## config.mk

```make
export PLATFORM = sky130hd
export DESIGN_NAME = ifu_flat
export DESIGN_NICKNAME = d
export VERILOG_FILES = /design/src/rtl/ifu_pkg.sv /design/src/rtl/ifu_if.sv /design/src/rtl/ifu_fifo.sv /design/src/rtl/ifu.sv /design/src/flat_wrapper.sv
export SDC_FILE = /design/constraint.sdc
export NUM_CORES = 1
export LEC_CHECK = 0
export CELL_PAD_IN_SITES_DETAIL_PLACEMENT = 1
export CELL_PAD_IN_SITES_GLOBAL_PLACEMENT = 1
export CORE_MARGIN = 3
export CORE_UTILIZATION = 45
export DETAILED_ROUTE_END_ITERATION = 12
export PLACE_DENSITY_LB_ADDON = 0.1
export SLEW_MARGIN = 15
export SYNTH_ARGS = -nofsm -noshare
export SYNTH_HDL_FRONTEND = slang
export SYNTH_SLANG_ARGS = --single-unit
```

## constraint.sdc

```tcl
create_clock -name clk -period 13.7 [get_ports clk]
set_input_delay 2.055 -clock clk [delete_from_list [all_inputs] [get_ports clk]]
set_output_delay 2.055 -clock clk [all_outputs]
set_load 0.02 [all_outputs]
```

## src/rtl/ifu_pkg.sv

```systemverilog
// ifu_pkg: opcode constants and fetch-entry type shared by the instruction fetch unit
package ifu_pkg;
  localparam logic [6:0] OPCODE_JAL    = 7'b1101111;
  localparam logic [6:0] OPCODE_BRANCH = 7'b1100011;
  typedef struct packed {
    logic [63:0] pc;
    logic [31:0] instr;
    logic        bp;
    logic [63:0] bt;
  } fetch_entry_t;
endpackage

```

## src/rtl/ifu_if.sv

```systemverilog
// ifu_if: flush, instruction-memory and decode handshake signals of the fetch unit
interface ifu_if;
  logic        pipe_flush;
  logic [63:0] pipe_flush_pc;
  logic [63:0] im_req_addr;
  logic        im_req_valid;
  logic        im_req_ready;
  logic [31:0] im_resp_rdata;
  logic        im_resp_valid;
  logic [63:0] if_dec_pc;
  logic [31:0] if_dec_instr;
  logic        if_dec_bp;
  logic [63:0] if_dec_bt;
  logic        if_dec_valid;
  logic        if_dec_ready;
  modport master (
    input  pipe_flush, pipe_flush_pc, im_req_ready, im_resp_rdata, im_resp_valid, if_dec_ready,
    output im_req_addr, im_req_valid, if_dec_pc, if_dec_instr, if_dec_bp, if_dec_bt, if_dec_valid
  );
  modport slave (
    output pipe_flush, pipe_flush_pc, im_req_ready, im_resp_rdata, im_resp_valid, if_dec_ready,
    input  im_req_addr, im_req_valid, if_dec_pc, if_dec_instr, if_dec_bp, if_dec_bt, if_dec_valid
  );
endinterface

```

## src/rtl/ifu_fifo.sv

```systemverilog
// ifu_fifo: generic synchronous FIFO with clear; caller guarantees no push when full without pop
module ifu_fifo #(
  parameter int W = 8,
  parameter int DEPTH = 4,
  localparam int AW = $clog2(DEPTH)
) (
  input  logic          clk,
  input  logic          rst,
  input  logic          clr,
  input  logic          push,
  input  logic          pop,
  input  logic [W-1:0]  din,
  output logic [W-1:0]  dout,
  output logic [AW:0]   count
);
  logic [W-1:0]  mem [DEPTH];
  logic [AW-1:0] wr_ptr, rd_ptr;
  always_ff @(posedge clk)
    if (push) mem[wr_ptr] <= din;
  always_ff @(posedge clk) begin
    if (rst || clr) begin
      wr_ptr <= '0;
      rd_ptr <= '0;
      count  <= '0;
    end else begin
      wr_ptr <= wr_ptr + AW'(push);
      rd_ptr <= rd_ptr + AW'(pop);
      count  <= count + (AW+1)'(push) - (AW+1)'(pop);
    end
  end
  assign dout = mem[rd_ptr];
endmodule

```

## src/rtl/ifu.sv

```systemverilog
// ifu: sequential instruction fetch with flush redirect; define IFU_BTFN_EN for static BTFN prediction
module ifu
  import ifu_pkg::*;
#(
  parameter logic [63:0] RESET_VECTOR = 64'h0000_0000_8000_0000,
  parameter int          FIFO_DEPTH   = 4
) (
  input logic   clk,
  input logic   rst,
  ifu_if.master bus
);
  localparam int CW = $clog2(FIFO_DEPTH) + 1;
  logic [63:0]   fetch_pc, resp_pc, bt;
  logic [CW-1:0] inflight, inflight_nxt, discard, count;
  logic          accept, drop, enq, deq, taken, redirect;
  logic [31:0]   instr;
  fetch_entry_t  entry, head;
  // pc_q occupancy is exactly the number of outstanding requests
  assign bus.im_req_valid = !rst && ({1'b0, inflight} + {1'b0, count} < (CW+1)'(FIFO_DEPTH));
  assign bus.im_req_addr  = fetch_pc;
  assign accept = bus.im_req_valid && bus.im_req_ready;
  assign drop   = bus.im_resp_valid && discard != '0;
  assign enq    = bus.im_resp_valid && !drop && !bus.pipe_flush;
  assign deq    = bus.if_dec_valid && bus.if_dec_ready;
  assign inflight_nxt = inflight + CW'(accept) - CW'(bus.im_resp_valid);
  assign instr  = bus.im_resp_rdata;
`ifdef IFU_BTFN_EN
  logic [63:0] imm;
  assign taken = instr[6:0] == OPCODE_JAL || (instr[6:0] == OPCODE_BRANCH && instr[31]);
  assign imm = instr[6:0] == OPCODE_JAL
    ? {{43{instr[31]}}, instr[31], instr[19:12], instr[20], instr[30:21], 1'b0}
    : {{51{instr[31]}}, instr[31], instr[7], instr[30:25], instr[11:8], 1'b0};
  assign bt       = resp_pc + (taken ? imm : 64'd4);
  assign redirect = enq && taken;
`else
  assign taken    = 1'b0;
  assign bt       = resp_pc + 64'd4;
  assign redirect = 1'b0;
`endif
  assign entry = '{pc: resp_pc, instr: instr, bp: taken, bt: bt};
  always_ff @(posedge clk) begin
    if (rst) begin
      fetch_pc <= RESET_VECTOR;
      discard  <= '0;
    end else begin
      fetch_pc <= bus.pipe_flush ? bus.pipe_flush_pc : redirect ? bt : accept ? fetch_pc + 64'd4 : fetch_pc;
      discard  <= (bus.pipe_flush || redirect) ? inflight_nxt : discard - CW'(drop);
    end
  end
  ifu_fifo #(.W(64), .DEPTH(FIFO_DEPTH)) u_pc_q (
    .clk(clk), .rst(rst), .clr(1'b0),
    .push(accept), .pop(bus.im_resp_valid),
    .din(fetch_pc), .dout(resp_pc), .count(inflight)
  );
  ifu_fifo #(.W($bits(fetch_entry_t)), .DEPTH(FIFO_DEPTH)) u_buf (
    .clk(clk), .rst(rst), .clr(bus.pipe_flush),
    .push(enq), .pop(deq),
    .din(entry), .dout(head), .count(count)
  );
  assign bus.if_dec_valid = count != '0;
  assign bus.if_dec_pc    = head.pc;
  assign bus.if_dec_instr = head.instr;
  assign bus.if_dec_bp    = bus.if_dec_valid && head.bp;
  assign bus.if_dec_bt    = bus.if_dec_valid ? head.bt : '0;
endmodule
```

## src/flat_wrapper.sv

```systemverilog
// flat-port wrapper written by rule: the top's interface ports become plain ports
module ifu_flat import ifu_pkg::*;
#(
  parameter logic [63:0] RESET_VECTOR = 64'h0000_0000_8000_0000,
  parameter int          FIFO_DEPTH   = 4
)
  (clk, rst, bus_pipe_flush, bus_pipe_flush_pc, bus_im_req_ready, bus_im_resp_rdata, bus_im_resp_valid, bus_if_dec_ready, bus_im_req_addr, bus_im_req_valid, bus_if_dec_pc, bus_if_dec_instr, bus_if_dec_bp, bus_if_dec_bt, bus_if_dec_valid);
  ifu_if bus_i ();
  input logic clk;
  input logic rst;
  input wire logic [$bits(bus_i.pipe_flush)-1:0] bus_pipe_flush;
  input wire logic [$bits(bus_i.pipe_flush_pc)-1:0] bus_pipe_flush_pc;
  input wire logic [$bits(bus_i.im_req_ready)-1:0] bus_im_req_ready;
  input wire logic [$bits(bus_i.im_resp_rdata)-1:0] bus_im_resp_rdata;
  input wire logic [$bits(bus_i.im_resp_valid)-1:0] bus_im_resp_valid;
  input wire logic [$bits(bus_i.if_dec_ready)-1:0] bus_if_dec_ready;
  output wire logic [$bits(bus_i.im_req_addr)-1:0] bus_im_req_addr;
  output wire logic [$bits(bus_i.im_req_valid)-1:0] bus_im_req_valid;
  output wire logic [$bits(bus_i.if_dec_pc)-1:0] bus_if_dec_pc;
  output wire logic [$bits(bus_i.if_dec_instr)-1:0] bus_if_dec_instr;
  output wire logic [$bits(bus_i.if_dec_bp)-1:0] bus_if_dec_bp;
  output wire logic [$bits(bus_i.if_dec_bt)-1:0] bus_if_dec_bt;
  output wire logic [$bits(bus_i.if_dec_valid)-1:0] bus_if_dec_valid;
  assign bus_i.pipe_flush = bus_pipe_flush;
  assign bus_i.pipe_flush_pc = bus_pipe_flush_pc;
  assign bus_i.im_req_ready = bus_im_req_ready;
  assign bus_i.im_resp_rdata = bus_im_resp_rdata;
  assign bus_i.im_resp_valid = bus_im_resp_valid;
  assign bus_i.if_dec_ready = bus_if_dec_ready;
  assign bus_im_req_addr = bus_i.im_req_addr;
  assign bus_im_req_valid = bus_i.im_req_valid;
  assign bus_if_dec_pc = bus_i.if_dec_pc;
  assign bus_if_dec_instr = bus_i.if_dec_instr;
  assign bus_if_dec_bp = bus_i.if_dec_bp;
  assign bus_if_dec_bt = bus_i.if_dec_bt;
  assign bus_if_dec_valid = bus_i.if_dec_valid;
  ifu #(.RESET_VECTOR(RESET_VECTOR), .FIFO_DEPTH(FIFO_DEPTH)) u_core (.clk(clk), .rst(rst), .bus(bus_i));
endmodule
```

Yosys cells after proc, flatten, opt, wreduce, memory -nomap -nowiden --
Memories as Yosys holds them, arrays and structs flattened. A register that Yosys moved wholly into a read port is not among the register bits. Cells that the tools add are included.
Word-level totals: RAM bits 896, register bits after elaboration 81, output and inout port bits 227, memories kept 2, word-level logic and storage cells 47
Operators by class: add/subtract/negate cells 12, $lt $le $gt $ge 1, muxes and demuxes 10, reduce and logical (&&, ||, !) cells 14
Memories:
- u_core.u_buf.mem | depth 4, bits a word 160, rd ports 1, clocked after memory_dff 1, write ports 1, line ifu_fifo.sv:16 | logic [W-1:0] mem [DEPTH];
- u_core.u_pc_q.mem | depth 4, bits a word 64, rd ports 1, clocked after memory_dff 1, write ports 1, line ifu_fifo.sv:16
Operator list (number):
- $mux 64 | 3
- $add 64x3->64 const B | 2
- $sub 3x1->3 | 3
- $add 2x1->2 | 4
- $add 3x1->3 | 2
- $logic_and 1x1->1 | 6
- $reduce_bool 3->1 | 2
- $add 3x3->4 | 1
- $lt 4x3->1 const B | 1
- $mux 1 | 4
- $mux 2 | 2
- $logic_not 1->1 | 3
- $mux 3 | 1
- $reduce_bool 2->1 | 1
- $logic_and 1x1->1 const B | 1
- $logic_or 1x1->1 | 1

Longest topological paths before layout --
Gate-level depths: netlist (run 1).
depth in word-level cells 7, gate-level depth with buffers 14, depth with buffers taken out 14

By module --
Synthesis (run 1) repeated with hierarchy kept, for this count alone.
Second synthesis, totals: cell total of the unflattened synthesis 2026, area total of the unflattened synthesis 39070.0 sq um
By module, submodules not included:
- ifu_fifo at u_core.u_buf | area each 23543.8 sq um, cells each 872, times used 1, seq. area each 19478.7 sq um
- ifu_fifo at u_core.u_pc_q | area each 9640.5 sq um, cells each 365, times used 1, seq. area each 7827.5 sq um
- ifu | area each 5885.6 sq um, cells each 789, times used 1, seq. area each 1341.3 sq um

Least setup slack after synthesis (run 1) --
OpenSTA, ideal clock, no wires.
path kind input-to-reg, start in bus_pipe_flush, end mem u_core.u_buf.mem[1][100] in the netlist's numbering, enable pin, buffers on the path 1, slack -1.186 ns, arrival 13.984 ns, stages 4, cell sequence clkbuf_1 -> clkinv_1 -> nand3_1 -> nor3b_1
On the way: longest elaborated chain between the ends 4
RTL lines:
- from (decl) | line flat_wrapper.sv:11 | input wire logic [$bits(bus_i.pipe_flush)-1:0] bus_pipe_flush;
- $logic_not 1->1 | line ifu.sv:23 | assign enq = bus.im_resp_valid && !drop && !bus.pipe_flush;
- $logic_and 1x1->1 | line ifu.sv:23
- $mux 1 | line ifu_fifo.sv:19 | if (push) mem[wr_ptr] <= din;
- $mux 1 (not written as such) | line ifu_fifo.sv:19
- to (decl) | line ifu_fifo.sv:16
No other way between the ends.

==> impl_metrics.yaml, run 1 <==
placement:
  gp_congestion: 0.789
  io_buffers: 327
  post_dp_cell_area_sq_um: 42600
  dpl.hpwl_um: 58400
  pre_cts_slack_ns: 7.37
synth:
  ys_seq_elements: 969
  seq_area_frac_synth_pct: 74.4
  synth_common_cells: "edfxtp_1 (888), mux4_2 (221), nor2_1 (99)"
  synth_fa_ha_area_share_pct: 0.566
  synth_top_area_cell: "edfxtp_1"
  yosysMostFrequentCell: "edfxtp_1"
  yosysTopAreaCellShare_pct: 70.1
  synth_cells: 1953
  synth_compound_area_share_pct: 1.36
  avgSynthCellArea_sq_um: 19.5
  synthDistinctLibCells: 47
  syn-cell-area_sq_um: 38000
  yosysWarnings: 0
  synthMuxAreaShare_pct: 13.3
  ys_async_sr_fraction_pct: 0
  synth_simple_gate_area_share_pct: 6.22
  syn_nets: 2071
  synthFlopType: "edfxtp_1"
  synth_top_family_by_area: "multiplexers"
  synth_xor_area_share_pct: 2.79
  synth_edf_count: 888
  ys_top_cells_by_area: "edfxtp_1 (70%), mux4_2 (13%), dfxtp_1 (4.3%)"
timing:
  finalCritPeriodShare_pct: 47.3
  layout_setup_ws_ns: 7.22
  hold_slack_ns: 0.505
  maxSlewHeadroom_pct: 20.9
  fmax_mhz: 154
  maxSlewViolCount: 0
  hold_viol_final: 0
  final.min_clock_period_ns: 6.48
  tns_ns: 0
  setup_viol: 0
  worstMarginPinSlew_ns: 1.19
  finClkSkew_ns: 0.0179
  rsz0062_at_grt: "no"
min_path:
  hold_class: "flip-flop to flip-flop"
  holdPathEnd: "u_core.u_pc_q.rd_ptr[1]"
  whs_path_depth: 2
  hp-start: "u_core.u_pc_q.rd_ptr[1]"
final_layout:
  syn2layout_area_growth_pct: 20.5
  layout-drive-gt1-share_pct: 17.7
  fill_cells: 7297
  nets: 2436
  finalInstanceArea_sq_um: 45800
worst_setup_path:
  critPathKind: "flip-flop to output port"
  r2r_start: "u_core.u_pc_q.rd_ptr[0]"
  rrSetupSlack_ns: 9.39
  r2r-end: "u_core.u_buf.mem[1][58]"
  cp_data_required_time_ns: 11.64
  cp_data_arrival_time_ns: 4.43
  crit_path_max_fanout: 42
  end_kind: "output port"
  r2r_cells: 7
  critPathLaunchType: "flip-flop"
die:
  core_area_sq_um: 82900
  die_width_um: 297
  fp.dieH_um: 297
  row_count: 105
  dieArea_sq_um: 88000
  start_util_pct: 45.9
  ios: 329
clock_network:
  cts_resized: 0
  postCtsHoldBufs: 0
  cts_tree: "yes"
  clk-insertion-delay-late_ns: 0.65
  htreeDepth: 3
  clkTransAtPathRegs_ns: 0.06
  clockBufferDepth: 3
  post_cts_buffers: 0
  clock_sinks: 969
  cts-buffers-inserted: 100
  cts-root-buf: "clkbuf_16"
run:
  maxCapViolCount: 0
grt:
  grt_pass1_vias: 21200
  grt.overflow.total: 0
  grt_pass1_wl_um: 137000
  antenna_found_initial: 2
  grt_usage_pct: 21.1
  grt_max_degree: 159
route:
  routed_via_density: 5.59
  drt_iter0_drc: 1471
  ant_nets: 0
  drt-pass1-iter-count: 5
  routed_wl_um: 92300
  remaining_drc_errors: 0
  wl_per_cell_um: 26.2
  vias: 19700
power:
  vdd_drop_max_mv: 0.106
  intPower_uw: 5290
  power.share.clock_pct: 38.3
  pwr-share-comb_pct: 11.3
  sw_frac_of_total_pct: 23.7
  p_leak_uw: 0.0143
  power_density_nw_per_um2: 151
  seqPwrFrac_pct: 50.4
  power_switching_uw: 1640
run_status:
  status: "completed"
==> placed cells by master (no fill, tap or decap), types with 16 or more instances in the layout <==
| cell type | count |
|---|---|
| edfxtp_1 | 888 |
| clkdlybuf4s50_1 | 326 |
| mux4_2 | 221 |
| clkbuf_16 | 100 |
| nor2_1 | 97 |
| dfxtp_1 | 77 |
| and2_1 | 75 |
| xor2_1 | 67 |
| nand2_1 | 56 |
| xnor2_1 | 54 |
| nand3_1 | 44 |
| nand4_1 | 41 |
| a211oi_1 | 39 |
| clkbuf_1 | 27 |
| inv_1 | 26 |
| buf_4 | 24 |
| clkinv_1 | 19 |
| nor3_1 | 18 |
| clkinv_2 | 16 |
| nor4_1 | 16 |
==> per-stage QoR <==
step	utilization [%]	total power (uW)	instances
2_1_floorplan	-	3980	1953
3_5_place_dp	51.4	4350	3339
3_3_place_gp	51.4	4330	3339
4_1_cts	55.3	7020	3522
6_report	55.3	6940	3526
5_1_grt	55.3	7200	3523
==> sequential cells by signal, summed over array words and instances (netlist names) <==
| name | count |
|---|---|
| u_core.u_buf.rd_ptr | 2 |
| u_core.bus.im_req_addr | 64 |
| u_core.u_buf.mem | 632 |
| u_core.u_buf.wr_ptr | 2 |
| u_core.discard | 3 |
| u_core.u_pc_q.wr_ptr | 2 |
| u_core.u_pc_q.count | 3 |
| u_core.u_buf.count | 3 |
| u_core.u_pc_q.mem | 256 |
| u_core.u_pc_q.rd_ptr | 2 |
==> worst max-delay path by stage <==
stage                                 startpoint                        to  cells past startpoint
after floorplan                   bus_pipe_flush  u_core.u_buf.mem[2][100]                      6
after global placement            bus_pipe_flush   u_core.u_buf.mem[2][90]                      8
after detailed placement          bus_pipe_flush   u_core.u_buf.mem[2][90]                      8
after CTS                 u_core.u_buf.rd_ptr[0]         bus_if_dec_bt[56]                      5
after global routing      u_core.u_buf.rd_ptr[0]         bus_if_dec_bt[56]                      5
final                     u_core.u_buf.rd_ptr[0]         bus_if_dec_bt[56]                      5
==> power by group through the flow <==
stage / Clock (uW) / Sequential, uW / Combinational (uW)
floorplan: 0 / 3550 / 434
global placement: 0 / 3540 / 782
detailed placement: 0 / 3560 / 798
CTS: 2720 / 3490 / 801
global route: 2850 / 3500 / 847
finish: 2660 / 3490 / 784
==> worst max-delay path, stage by stage, from the launching register on <==
cell             delay (ns)
dfxtp_4                0.76
buf_4                  0.77
buf_4                  0.84
mux4_2                 0.62
and2_1                 0.17
clkdlybuf4s50_1        0.53
==> logic make-up after synthesis <==
| group | after synthesis |
|---|---|
| DFF | 969 |
| and+or+nand+nor | 424 |
| muxes | 229 |
| xor gates and xnor gates | 121 |
| buffers and inverters | 119 |
| AOI/OAI and AO/OA | 74 |
| adders and majority gates | 16 |
| other | 1 |
==> cell type report <==
class / instances / area [sq um] / share of cell area (%)
antenna: 4 / 10.0 / 0.0218
timing repair buffer: 353 / 3490 / 7.61
clock inverter: 56 / 626 / 1.37
inverter: 29 / 110 / 0.240
multi-input combinational: 865 / 9270 / 20.2
tap: 1123 / 1410 / 3.07
clock buffer: 127 / 2600 / 5.68
sequential: 969 / 28300 / 61.8
==> layer usage <==
layer | up-vias | global-route usage [%] | share of wire (%)
met5 | - | 0 | 0
met4 | 0 | 5.63 | 2.5
li1 | 8617 | - | -
met2 | 537 | 34.2 | 48
met1 | 10400 | 29.8 | 44
met3 | 138 | 3.76 | 5.3
Note: power is estimated with default switching activity, not from simulation.
==> run 2, diff against run 1 <==
==> constraint.sdc (replaced) <==
create_clock -name clk -period 5.8 [get_ports clk]
set_input_delay 0.87 -clock clk [delete_from_list [all_inputs] [get_ports clk]]
set_output_delay 0.87 -clock clk [all_outputs]
set_load 0.02 [all_outputs]
==> run 2 against run 1 <==
  * First-iteration DRC count unchanged
  * Combinational power increased by 140%
  * Hold slack improved by 0.065 ns
  * Final cell count increased by 0.11%
  * Global-route usage increased by 0.15 points
  * Critical endpoint is now u_core.u_buf.mem[2][60]
  * Highest routed layer unchanged
==> impl_metrics.yaml, run 2 (synthesis gave the netlist of run 1 again) <==
clock_network:
  clock_sinks: 969
  cts-root-buf: "clkbuf_16"
  cts_resized: 0
  cts_tree: "yes"
  clkTransAtPathRegs_ns: 0.06
  clk-insertion-delay-late_ns: 0.63
  postCtsHoldBufs: 0
  clockBufferDepth: 3
  htreeDepth: 3
  post_cts_buffers: 0
  cts-buffers-inserted: 99
power:
  sw_frac_of_total_pct: 23.7
  seqPwrFrac_pct: 50.6
  vdd_drop_max_mv: 0.230
  power_density_nw_per_um2: 356
  power_switching_uw: 3880
  p_leak_uw: 0.0144
  intPower_uw: 12500
  power.total_uw: 16300
  pwr-share-comb_pct: 11.3
  power.share.clock_pct: 38.1
route:
  drt_iter0_drc: 1471
  wl_per_cell_um: 26.3
  ant_nets: 0
  remaining_drc_errors: 0
  drt-pass1-iter-count: 6
  routed_wl_um: 92900
  vias: 19600
  routed_via_density: 5.56
final_layout:
  syn2layout_area_growth_pct: 20.8
  largest_register_ffs: 632
  final_cells: 3530
  fill_cells: 7316
  final_cell_mix: "edfxtp_1 (888), clkdlybuf4s50_1 (326), mux4_2 (221), clkbuf_16 (103), nor2_1 (97)"
  layout_commonest_cell: "edfxtp_1"
  largest_register: "u_core.u_buf.mem"
  layout-drive-gt1-share_pct: 18.0
  nets: 2440
  finalInstanceArea_sq_um: 45900
placement:
  gp_congestion: 0.777
  pre_cts_slack_ns: 1.65
  post_dp_cell_area_sq_um: 42700
  place_inst: 3344
  io_buffers: 327
  dpl.hpwl_um: 59200
grt:
  grt_max_degree: 159
  grt_usage_pct: 21.2
  grt_pass1_vias: 21300
  antenna_found_initial: 1
  grt.overflow.total: 0
  grt_pass1_wl_um: 138000
timing:
  rsz0062_at_grt: "no"
  setup_viol: 0
  worstMarginPinSlew_ns: 1.24
  finalCritPeriodShare_pct: 72.6
  hold_viol_final: 0
  maxSlewViolCount: 0
  tns_ns: 0
  fmax_mhz: 238
  final.min_clock_period_ns: 4.21
  layout_setup_ws_ns: 1.59
  finClkSkew_ns: 0.0198
  maxSlewHeadroom_pct: 17.0
worst_setup_path:
  r2r_cells: 6
  crit_path_max_fanout: 36
  cp_data_required_time_ns: 6.12
  critPathKind: "flip-flop to flip-flop"
  critPathLaunchType: "flip-flop"
  cp_data_arrival_time_ns: 4.53
  end_kind: "flip-flop"
min_path:
  whs_path_depth: 2
  hold_class: "flip-flop to flip-flop"
die:
  ios: 329
  die_width_um: 297
  dieArea_sq_um: 88000
  fp.dieH_um: 297
  row_count: 105
  start_util_pct: 45.9
  core_area_sq_um: 82900
run:
  maxCapViolCount: 0
run_status:
  status: "completed"
## run 2: changes by cell type in the layout (fill, tap and decap cells not counted), sizes merged
cell | before | now
clkinv | 41 | 46
bufinv | 11 | 8
buf | 27 | 32
inv | 30 | 28
clkinvlp | 3 | 5
diode | 4 | 1
## run 2: layer usage
metal | vias to the layer above | part of all wire, % | track usage [%]
li1 | 8617 | - | -
met1 | 10300 | 44 | 30.2
met2 | 546 | 48 | 34.3
met3 | 121 | 5.4 | 3.55
met4 | 0 | 2.1 | 5.86
met5 | - | 0 | 0
## run 2: layout make-up
cell class,instances,area (sq um),area share [%]
clock buffer,127,2700,5.87
clock inverter,58,490,1.07
multi-input combinational,865,9290,20.2
sequential,969,28300,61.6
tap,1123,1410,3.06
inverter,29,110,0.240
timing repair buffer,358,3630,7.90
antenna,1,2.50,0.00545
## run 2: worst paths after layout
path                                              start                 endpoint  slack, ns
worst max-delay path            u_core.u_pc_q.rd_ptr[1]  u_core.u_buf.mem[2][60]       1.59
worst min-delay path             u_core.u_pc_q.count[2]   u_core.u_pc_q.count[2]       0.57
worst max register to register  u_core.u_pc_q.rd_ptr[1]  u_core.u_buf.mem[2][60]       1.59
worst min register to register   u_core.u_pc_q.count[2]   u_core.u_pc_q.count[2]       0.57
## run 2: worst max-delay path: stages (launching register included)
cell     delay, ns
dfxtp_2       1.00
mux4_2        0.50
nand3_1       0.17
nor4_1        1.02
nand4_1       0.47
nor4_1        0.49
xnor2_1       0.22
## run 2: power groups by stage
stage | Sequential [uW] | Clock, uW | Combinational (uW)
2_1_floorplan | 8370 | 0 | 1030
3_3_place_gp | 8390 | 0 | 1830
3_5_place_dp | 8420 | 0 | 1880
4_1_cts | 8270 | 6390 | 1880
5_1_grt | 8300 | 6680 | 1980
6_report | 8270 | 6240 | 1850
## run 2: metrics by stage
| stage | hold WS [ns] | util (%) |
|---|---|---|
| finish | 0.570 | 55.4 |
| global route | 0.596 | 55.4 |
| CTS | 0.573 | 55.4 |
| detailed placement | 0.565 | 51.6 |
| global placement | 0.552 | 51.5 |
| floorplan | 0.525 | - |
